**src/rtl/sched_conv_32_8.sv**
```systemverilog
// sched_conv_32_8: two-lane round-robin scheduler sharing one 32-to-8 serializer (MSB byte first).
// Optional macro SCHED_IDLE_COMMA_EN: data_out carries IDLE_BYTE whenever valid_out is low.
module sched_conv_32_8 #(
  parameter logic [7:0] IDLE_BYTE = 8'hBC
) (
  input  logic        clk_4f,
  input  logic        reset,
  input  logic        fifo0_empty,
  input  logic [31:0] fifo0_data,
  output logic        fifo0_pop,
  input  logic        fifo1_empty,
  input  logic [31:0] fifo1_data,
  output logic        fifo1_pop,
  input  logic        pause,
  output logic [7:0]  data_out,
  output logic        valid_out,
  output logic        lane_out,
  output logic        first_out
);
  localparam int NUM_LANES = 2;
  localparam int VEC_W     = 32;

  typedef struct packed {
    logic             lane;
    logic [VEC_W-1:0] word;
  } slot_t;

`ifdef SCHED_IDLE_COMMA_EN
  localparam logic [7:0] DOUT_RST = IDLE_BYTE;
`else
  localparam logic [7:0] DOUT_RST = 8'h00;
  logic unused_idle;
  assign unused_idle = ^IDLE_BYTE;
`endif

  logic [NUM_LANES-1:0]            ne, pop;
  logic [NUM_LANES-1:0][VEC_W-1:0] rdata;

  slot_t      cur_q, cur_d, nxt_q, nxt_d, ret;
  logic       cur_valid_q, cur_valid_d, nxt_valid_q, nxt_valid_d;
  logic [1:0] beat_q, beat_d;
  logic       pend_q, pend_d, pend_lane_q, pend_lane_d;
  logic       last_grant_q, last_grant_d;
  logic [7:0] dout_q, dout_d;
  logic       valid_q, valid_d, lane_q, lane_d, first_q, first_d;

  logic             grant, pop_en, emit, cur_free;
  logic [3:0][7:0]  cur_bytes;

  assign ne    = {~fifo1_empty, ~fifo0_empty};
  assign rdata = {fifo1_data, fifo0_data};

  // Round-robin only matters when both lanes have data; otherwise take whichever does.
  assign grant  = (ne == 2'b11) ? ~last_grant_q : ne[1];
  assign pop_en = !reset && !pend_q && !nxt_valid_q && (|ne);

  for (genvar l = 0; l < NUM_LANES; l++) begin : g_pop
    assign pop[l] = pop_en && (grant == 1'(l));
  end

  assign fifo0_pop = pop[0];
  assign fifo1_pop = pop[1];

  assign ret       = {pend_lane_q, rdata[pend_lane_q]};
  assign emit      = cur_valid_q && !pause;
  assign cur_free  = !cur_valid_q || (emit && (beat_q == 2'd3));
  assign cur_bytes = cur_q.word;

  always_comb begin
    cur_d        = cur_q;
    cur_valid_d  = cur_valid_q;
    beat_d       = beat_q;
    nxt_d        = nxt_q;
    nxt_valid_d  = nxt_valid_q;
    pend_d       = pop_en;
    pend_lane_d  = pop_en ? grant : pend_lane_q;
    last_grant_d = pop_en ? grant : last_grant_q;
    dout_d       = dout_q;
    valid_d      = 1'b0;
    lane_d       = lane_q;
    first_d      = 1'b0;

    if (emit) begin
      dout_d  = cur_bytes[~beat_q];
      valid_d = 1'b1;
      lane_d  = cur_q.lane;
      first_d = (beat_q == 2'd0);
      beat_d  = beat_q + 2'd1;
    end
`ifdef SCHED_IDLE_COMMA_EN
    else begin
      dout_d = IDLE_BYTE;
    end
`endif

    // Prefetched word has priority over the returning pop data for the cur slot.
    if (cur_free) begin
      if (nxt_valid_q) begin
        cur_d       = nxt_q;
        cur_valid_d = 1'b1;
        beat_d      = 2'd0;
        nxt_valid_d = 1'b0;
        if (pend_q) begin
          nxt_d       = ret;
          nxt_valid_d = 1'b1;
        end
      end else if (pend_q) begin
        cur_d       = ret;
        cur_valid_d = 1'b1;
        beat_d      = 2'd0;
      end else begin
        cur_valid_d = 1'b0;
      end
    end else if (pend_q) begin
      nxt_d       = ret;
      nxt_valid_d = 1'b1;
    end
  end

  always_ff @(posedge clk_4f) begin
    if (reset) begin
      cur_q        <= '0;
      cur_valid_q  <= 1'b0;
      beat_q       <= 2'd0;
      nxt_q        <= '0;
      nxt_valid_q  <= 1'b0;
      pend_q       <= 1'b0;
      pend_lane_q  <= 1'b0;
      last_grant_q <= 1'b1;
      dout_q       <= DOUT_RST;
      valid_q      <= 1'b0;
      lane_q       <= 1'b0;
      first_q      <= 1'b0;
    end else begin
      cur_q        <= cur_d;
      cur_valid_q  <= cur_valid_d;
      beat_q       <= beat_d;
      nxt_q        <= nxt_d;
      nxt_valid_q  <= nxt_valid_d;
      pend_q       <= pend_d;
      pend_lane_q  <= pend_lane_d;
      last_grant_q <= last_grant_d;
      dout_q       <= dout_d;
      valid_q      <= valid_d;
      lane_q       <= lane_d;
      first_q      <= first_d;
    end
  end

  assign data_out  = dout_q;
  assign valid_out = valid_q;
  assign lane_out  = lane_q;
  assign first_out = first_q;

endmodule
```
**config.mk**
```make
export PLATFORM = sky130hd
export DESIGN_NAME = sched_conv_32_8
export DESIGN_NICKNAME = d
export VERILOG_FILES = /design/src/rtl/sched_conv_32_8.sv
export SDC_FILE = /design/constraint.sdc
export NUM_CORES = 1
export LEC_CHECK = 0
export CORE_MARGIN = 5
export CORE_UTILIZATION = 55
export DETAILED_ROUTE_END_ITERATION = 10
export GPL_TIMING_DRIVEN = 1
export PLACE_DENSITY = 0.82
export SLEW_MARGIN = 20
export SYNTH_ARGS = -nofsm -noshare
export SYNTH_HDL_FRONTEND = slang
export SYNTH_SLANG_ARGS = --single-unit
```
**constraint.sdc**
```tcl
create_clock -name clk_4f -period 2.4 [get_ports clk_4f]
set_clock_uncertainty 0.1 [all_clocks]
set_input_delay 0.24 -clock clk_4f [delete_from_list [all_inputs] [get_ports clk_4f]]
set_output_delay 0.24 -clock clk_4f [all_outputs]
set_load 0.05 [all_outputs]
```
======== After elaboration in Yosys (flattened, before gate mapping) ========
Index checks and enable logic that the tools add are counted.
storage, ports and cells
  bits in registers ....................... 84
  input bits .............................. 69
  output and inout bits ................... 13
  word-level logic and storage cells ...... 65
cells by class
  add/subtract/negate cells ............... 1
  $lt $le $gt $ge ......................... 2
  eq/ne operators ......................... 3
  mux-type cells .......................... 20
  bitwise logic cells ..................... 6
  reduce and logical (&&, ||, !) cells .... 19
operators with widths
  cell                                                                          count
  33-bit two-way mux                                                            5
  32-bit two-way mux                                                            2
  8-bit binary-select mux with 2-bit select                                     1
  2-bit two-way mux                                                             4
  8-bit two-way mux                                                             1
  1-bit logical AND                                                             7
  1-bit two-way mux                                                             7
  1-bit zero test                                                               5
  1-bit NOT                                                                     5
  2-bit == test, second input constant                                          2
  2-bit nonzero test                                                            2
  2-bit OR reduction                                                            2
  2-bit by 3-bit less-than comparator with 1-bit output, second input constant  1
  2-bit by 1-bit adder with 2-bit output, second input constant                 1
  2-bit zero test                                                               1
  1-bit by 2-bit less-than comparator with 1-bit output, second input constant  1
  2-bit != test, second input constant                                          1
  2-bit NOT                                                                     1
  2-bit AND reduction                                                           1
  1-bit logical OR                                                              1

======== Logic depth before layout (Yosys ltp) ========
Gate-level depths: netlist of run 1.
  word-level depth ........................ 6
  mapped depth ............................ 6
  gate-level depth less buffers ........... 5

======== Least setup slack after synthesis of run 1 ========
Ideal clock, no wire load.
  kind .................................... reg-to-output
  start ................................... register nxt_valid_q
  end ..................................... output fifo0_pop
  arrival time ............................ 1913 ps
  data required time ...................... 2060 ps
  path slack .............................. 147 ps
  stages on the path, launching flop included .. 4
  path buffers ............................ 1
  path through ............................ dfxtp_1 -> buf_6 -> or3_1 -> nor3_1
between the ends
  cells in the longest elaborated chain, start to end .. 4
RTL lines
  what                             line  source
  start, declared                  40    logic cur_valid_q, cur_valid_d, nxt_valid_q, nxt_valid_d;
  start signal, assigned           139   nxt_valid_q <= nxt_valid_d;
  1-bit zero test                  55    assign pop_en = !reset && !pend_q && !nxt_valid_q && (|ne);
  1-bit logical AND (2 in series)  55
  1-bit logical AND                58    assign pop[l] = pop_en && (grant == 1'(l));
  end, declared                    10    output logic fifo0_pop,
No other way between the ends.

======== Final worst setup path of run 1 ========
Same ends and word-level chain as after synthesis.

==> results.sh, run 1 <==
export IMPL_run_status="finished clean"
export IMPL_synthArstFlopShare_pct=0
export IMPL_finalNonFillerCells=560
export IMPL_overflow=0
export IMPL_cts_inserted_buffers=9
export IMPL_ctsHoldBuffers=0
export IMPL_drt_iter0_markers=221
export IMPL_cts_htree_levels=3
export IMPL_synth_distinct_cells=34
export IMPL_crit_path_start_kind="flip-flop"
export IMPL_synth_top_area_share_pct=42.2
export IMPL_finalMaxSlewViolations=0
export IMPL_fp_dieH_um=95.1
export IMPL_post_route_drc_count=0
export IMPL_io_buffers=81
export IMPL_reg2reg_setup_slack_ns=0.51
export IMPL_num_rows=31
export IMPL_die_w_um=95.1
export IMPL_cts_root_buf="clkbuf_8"
export IMPL_maxCapViolCount=0
export IMPL_start_util_pct=55.9
export IMPL_dieArea_um2=9050
export IMPL_cts_buffer_depth=2
export IMPL_grt_pass1_vias=3043
export IMPL_arrival_ns=1.86
export IMPL_viasPerCell=5.62
export IMPL_ioPinCount=82
export IMPL_syn2layout_area_growth_pct=25.8
export IMPL_cp_slowest_stage_delay_ns=0.51
export IMPL_clkTransAtPathRegs_ns=0.09
export IMPL_synth_seq_cells=84
export IMPL_cts_setup_buffers=0
export IMPL_power_density_nw_per_um2=677
export IMPL_cts_tree="done"
export IMPL_vias=3148
export IMPL_min_path_type="input pin to flip-flop"
export IMPL_synthCells=393
export IMPL_crit_fanout=30
export IMPL_cts_sinks=84
export IMPL_grt_usage_pct=20.4
export IMPL_antennaDiodeCount=0
export IMPL_drive_above_1_share_pct=16.5
export IMPL_hold_violations=0
export IMPL_fin_setup_tns_ns=0
export IMPL_clk_latency_ns=0.36
export IMPL_slowest_stage="dfxtp_2"
export IMPL_r2r_start="nxt_valid_q"
export IMPL_critPathBufInv=1
export IMPL_setup_violations=0
export IMPL_firstDrtPassIters=4
export IMPL_period_share_pct=91.5
export IMPL_ys_seq_area_share_pct=42.2
export IMPL_rsz0062_at_grt="no"
export IMPL_irDropWorstVdd_v=0.000396
export IMPL_syn_area_per_cell_um2=10.1
export IMPL_antenna_found_initial=0
export IMPL_totalWireLength_um=8770
export IMPL_fmax_mhz=455
export IMPL_synth_edff_count=0
export IMPL_layout_nets=527
export IMPL_synth_area_leaders="dfxtp_1 42%, a21oi_1 9.8%, mux2i_1 8.3%, a211oi_2 6.3%, o2bb2ai_1 4.6%"
export IMPL_cp_startpoint="nxt_valid_q"
export IMPL_synth_nets=464
export IMPL_grt_pass1_wl_um=14400
export IMPL_whs_ns=0.0937
export IMPL_synth_warnings=0
export IMPL_path_cells="or3_1 -> nor3_1 -> buf_12"
export IMPL_core_um2=7140
export IMPL_yosysMostFrequentCell="dfxtp_1"
export IMPL_place_gp_congestion=0.760
export IMPL_crit_type="flip-flop to output port"
export IMPL_hp_start="reset"
export IMPL_p_leak_nw=1.71
export IMPL_worst_pin_slew_ns=0.669
export IMPL_yosys_area_top_type="dfxtp_1"
export IMPL_maxSlewHeadroom_pct=55.4
export IMPL_worstPathRequired_ns=2.06
export IMPL_synth_flop_cell="dfxtp_1"
export IMPL_synth_area_um2=3990
export IMPL_place_detailed_hpwl_um=5970
export IMPL_drtAntennaViolNets=0
export IMPL_end_kind="output port"
export IMPL_dp_cells=544
export IMPL_synth_common_cells="84 x dfxtp_1, 78 x a21oi_1, 38 x nor2_1"
export IMPL_grt_max_degree=53
export IMPL_routedWlPerCell_um=15.7
export IMPL_min_period_ns=2.20
export IMPL_crit_family="simple AND/OR/NAND/NOR gates"
export IMPL_post_cts_resized=0
[state kept, by name (all words and copies together) (netlist names)]
register      count
pend_q            1
cur_q             1
beat_q            2
lane_out          1
nxt_valid_q       1
pend_lane_q       1
last_grant_q      1
nxt_q            33
cur_bytes        32
first_out         1
cur_valid_q       1
valid_out         1
data_out          8
[report_power, final]
part	leakage [nW]	internal [mW]	switching, mW	total (mW)
combinational	0.894	0.291	0.317	0.607
clock	0.127	0.747	0.486	1.23
sequential	0.685	1.49	0.0690	1.56
[cells in the final DEF, fill, tap and decap left out, types with 3 or more instances in the layout]
| master | n |
|---|---|
| a21oi_1 | 78 |
| nand2_1 | 20 |
| nor2_1 | 38 |
| nor3_1 | 3 |
| a211oi_2 | 20 |
| buf_12 | 3 |
| inv_1 | 5 |
| a211oi_1 | 13 |
| mux2i_1 | 33 |
| mux4_2 | 8 |
| o2bb2ai_1 | 21 |
| clkbuf_8 | 11 |
| buf_4 | 8 |
| dfxtp_1 | 82 |
| o2bb2ai_2 | 11 |
| clkdlybuf4s50_1 | 78 |
| bufinv_16 | 3 |
[final timing paths]
check / end / cells past startpoint
max reg2reg: nxt_valid_q / 4
min reg2reg: data_out[5] / 2
max: fifo0_pop / 3
min: pend_q / 3
[cell families after synthesis]
| kind of cell | after synthesis | share of synthesized area (%) |
|---|---|---|
| compound gates | 149 | 28.8 |
| flops | 84 | 42.2 |
| simple gates | 72 | 8.19 |
| buf+inv | 43 | 6.87 |
| mux | 41 | 12.8 |
| fa+ha+maj | 3 | 0.879 |
| xor+xnor | 1 | 0.220 |
[per-layer routing]
layer / global-route usage, % / wire length (µm)
met3: 6.31 / 531
met5: 0 / 0
met1: 26.1 / 3690
met2: 33.0 / 4370
met4: 6.37 / 182
[stage by stage]
step	power [mW]	worst slack (ns)	area (µm²)	util, %
floorplan	2.00	0.147	3990	-
global placement	2.17	0.546	4760	66.7
detailed placement	2.19	0.492	4760	66.7
CTS	3.42	0.184	5010	70.2
global route	3.54	0.0564	5010	70.2
finish	3.40	0.204	5010	70.2
[worst register-to-register path: cells and delay by family (launching register included)]
| kind | cells | cell delay (ns) |
|---|---|---|
| DFF | 1 | 0.71 |
| buffers and inverters | 2 | 0.56 |
| adders and majority gates | 1 | 0.36 |
| and+or+nand+nor | 1 | 0.09 |
[layout make-up]
type                       instances  area, µm²
sequential                        84       1680
timing repair buffer              90        906
tap                               99        124
fill                             560       2120
clock inverter                     4       95.1
multi-input combinational        266       2030
clock buffer                      12        155
inverter                           5       18.8
Note: power is estimated with default switching activity, not from simulation.
==> run 2, diff against run 1 <==
--- a/config.mk
+++ b/config.mk
@@ -5,6 +5,7 @@
 export SDC_FILE = /design/constraint.sdc
 export NUM_CORES = 1
 export LEC_CHECK = 0
+export CAP_MARGIN = 20
 export CORE_MARGIN = 5
 export CORE_UTILIZATION = 55
 export DETAILED_ROUTE_END_ITERATION = 10
==> results of run 2 <==
No change in the layout: final DEF, timing and power equal those of run 1.
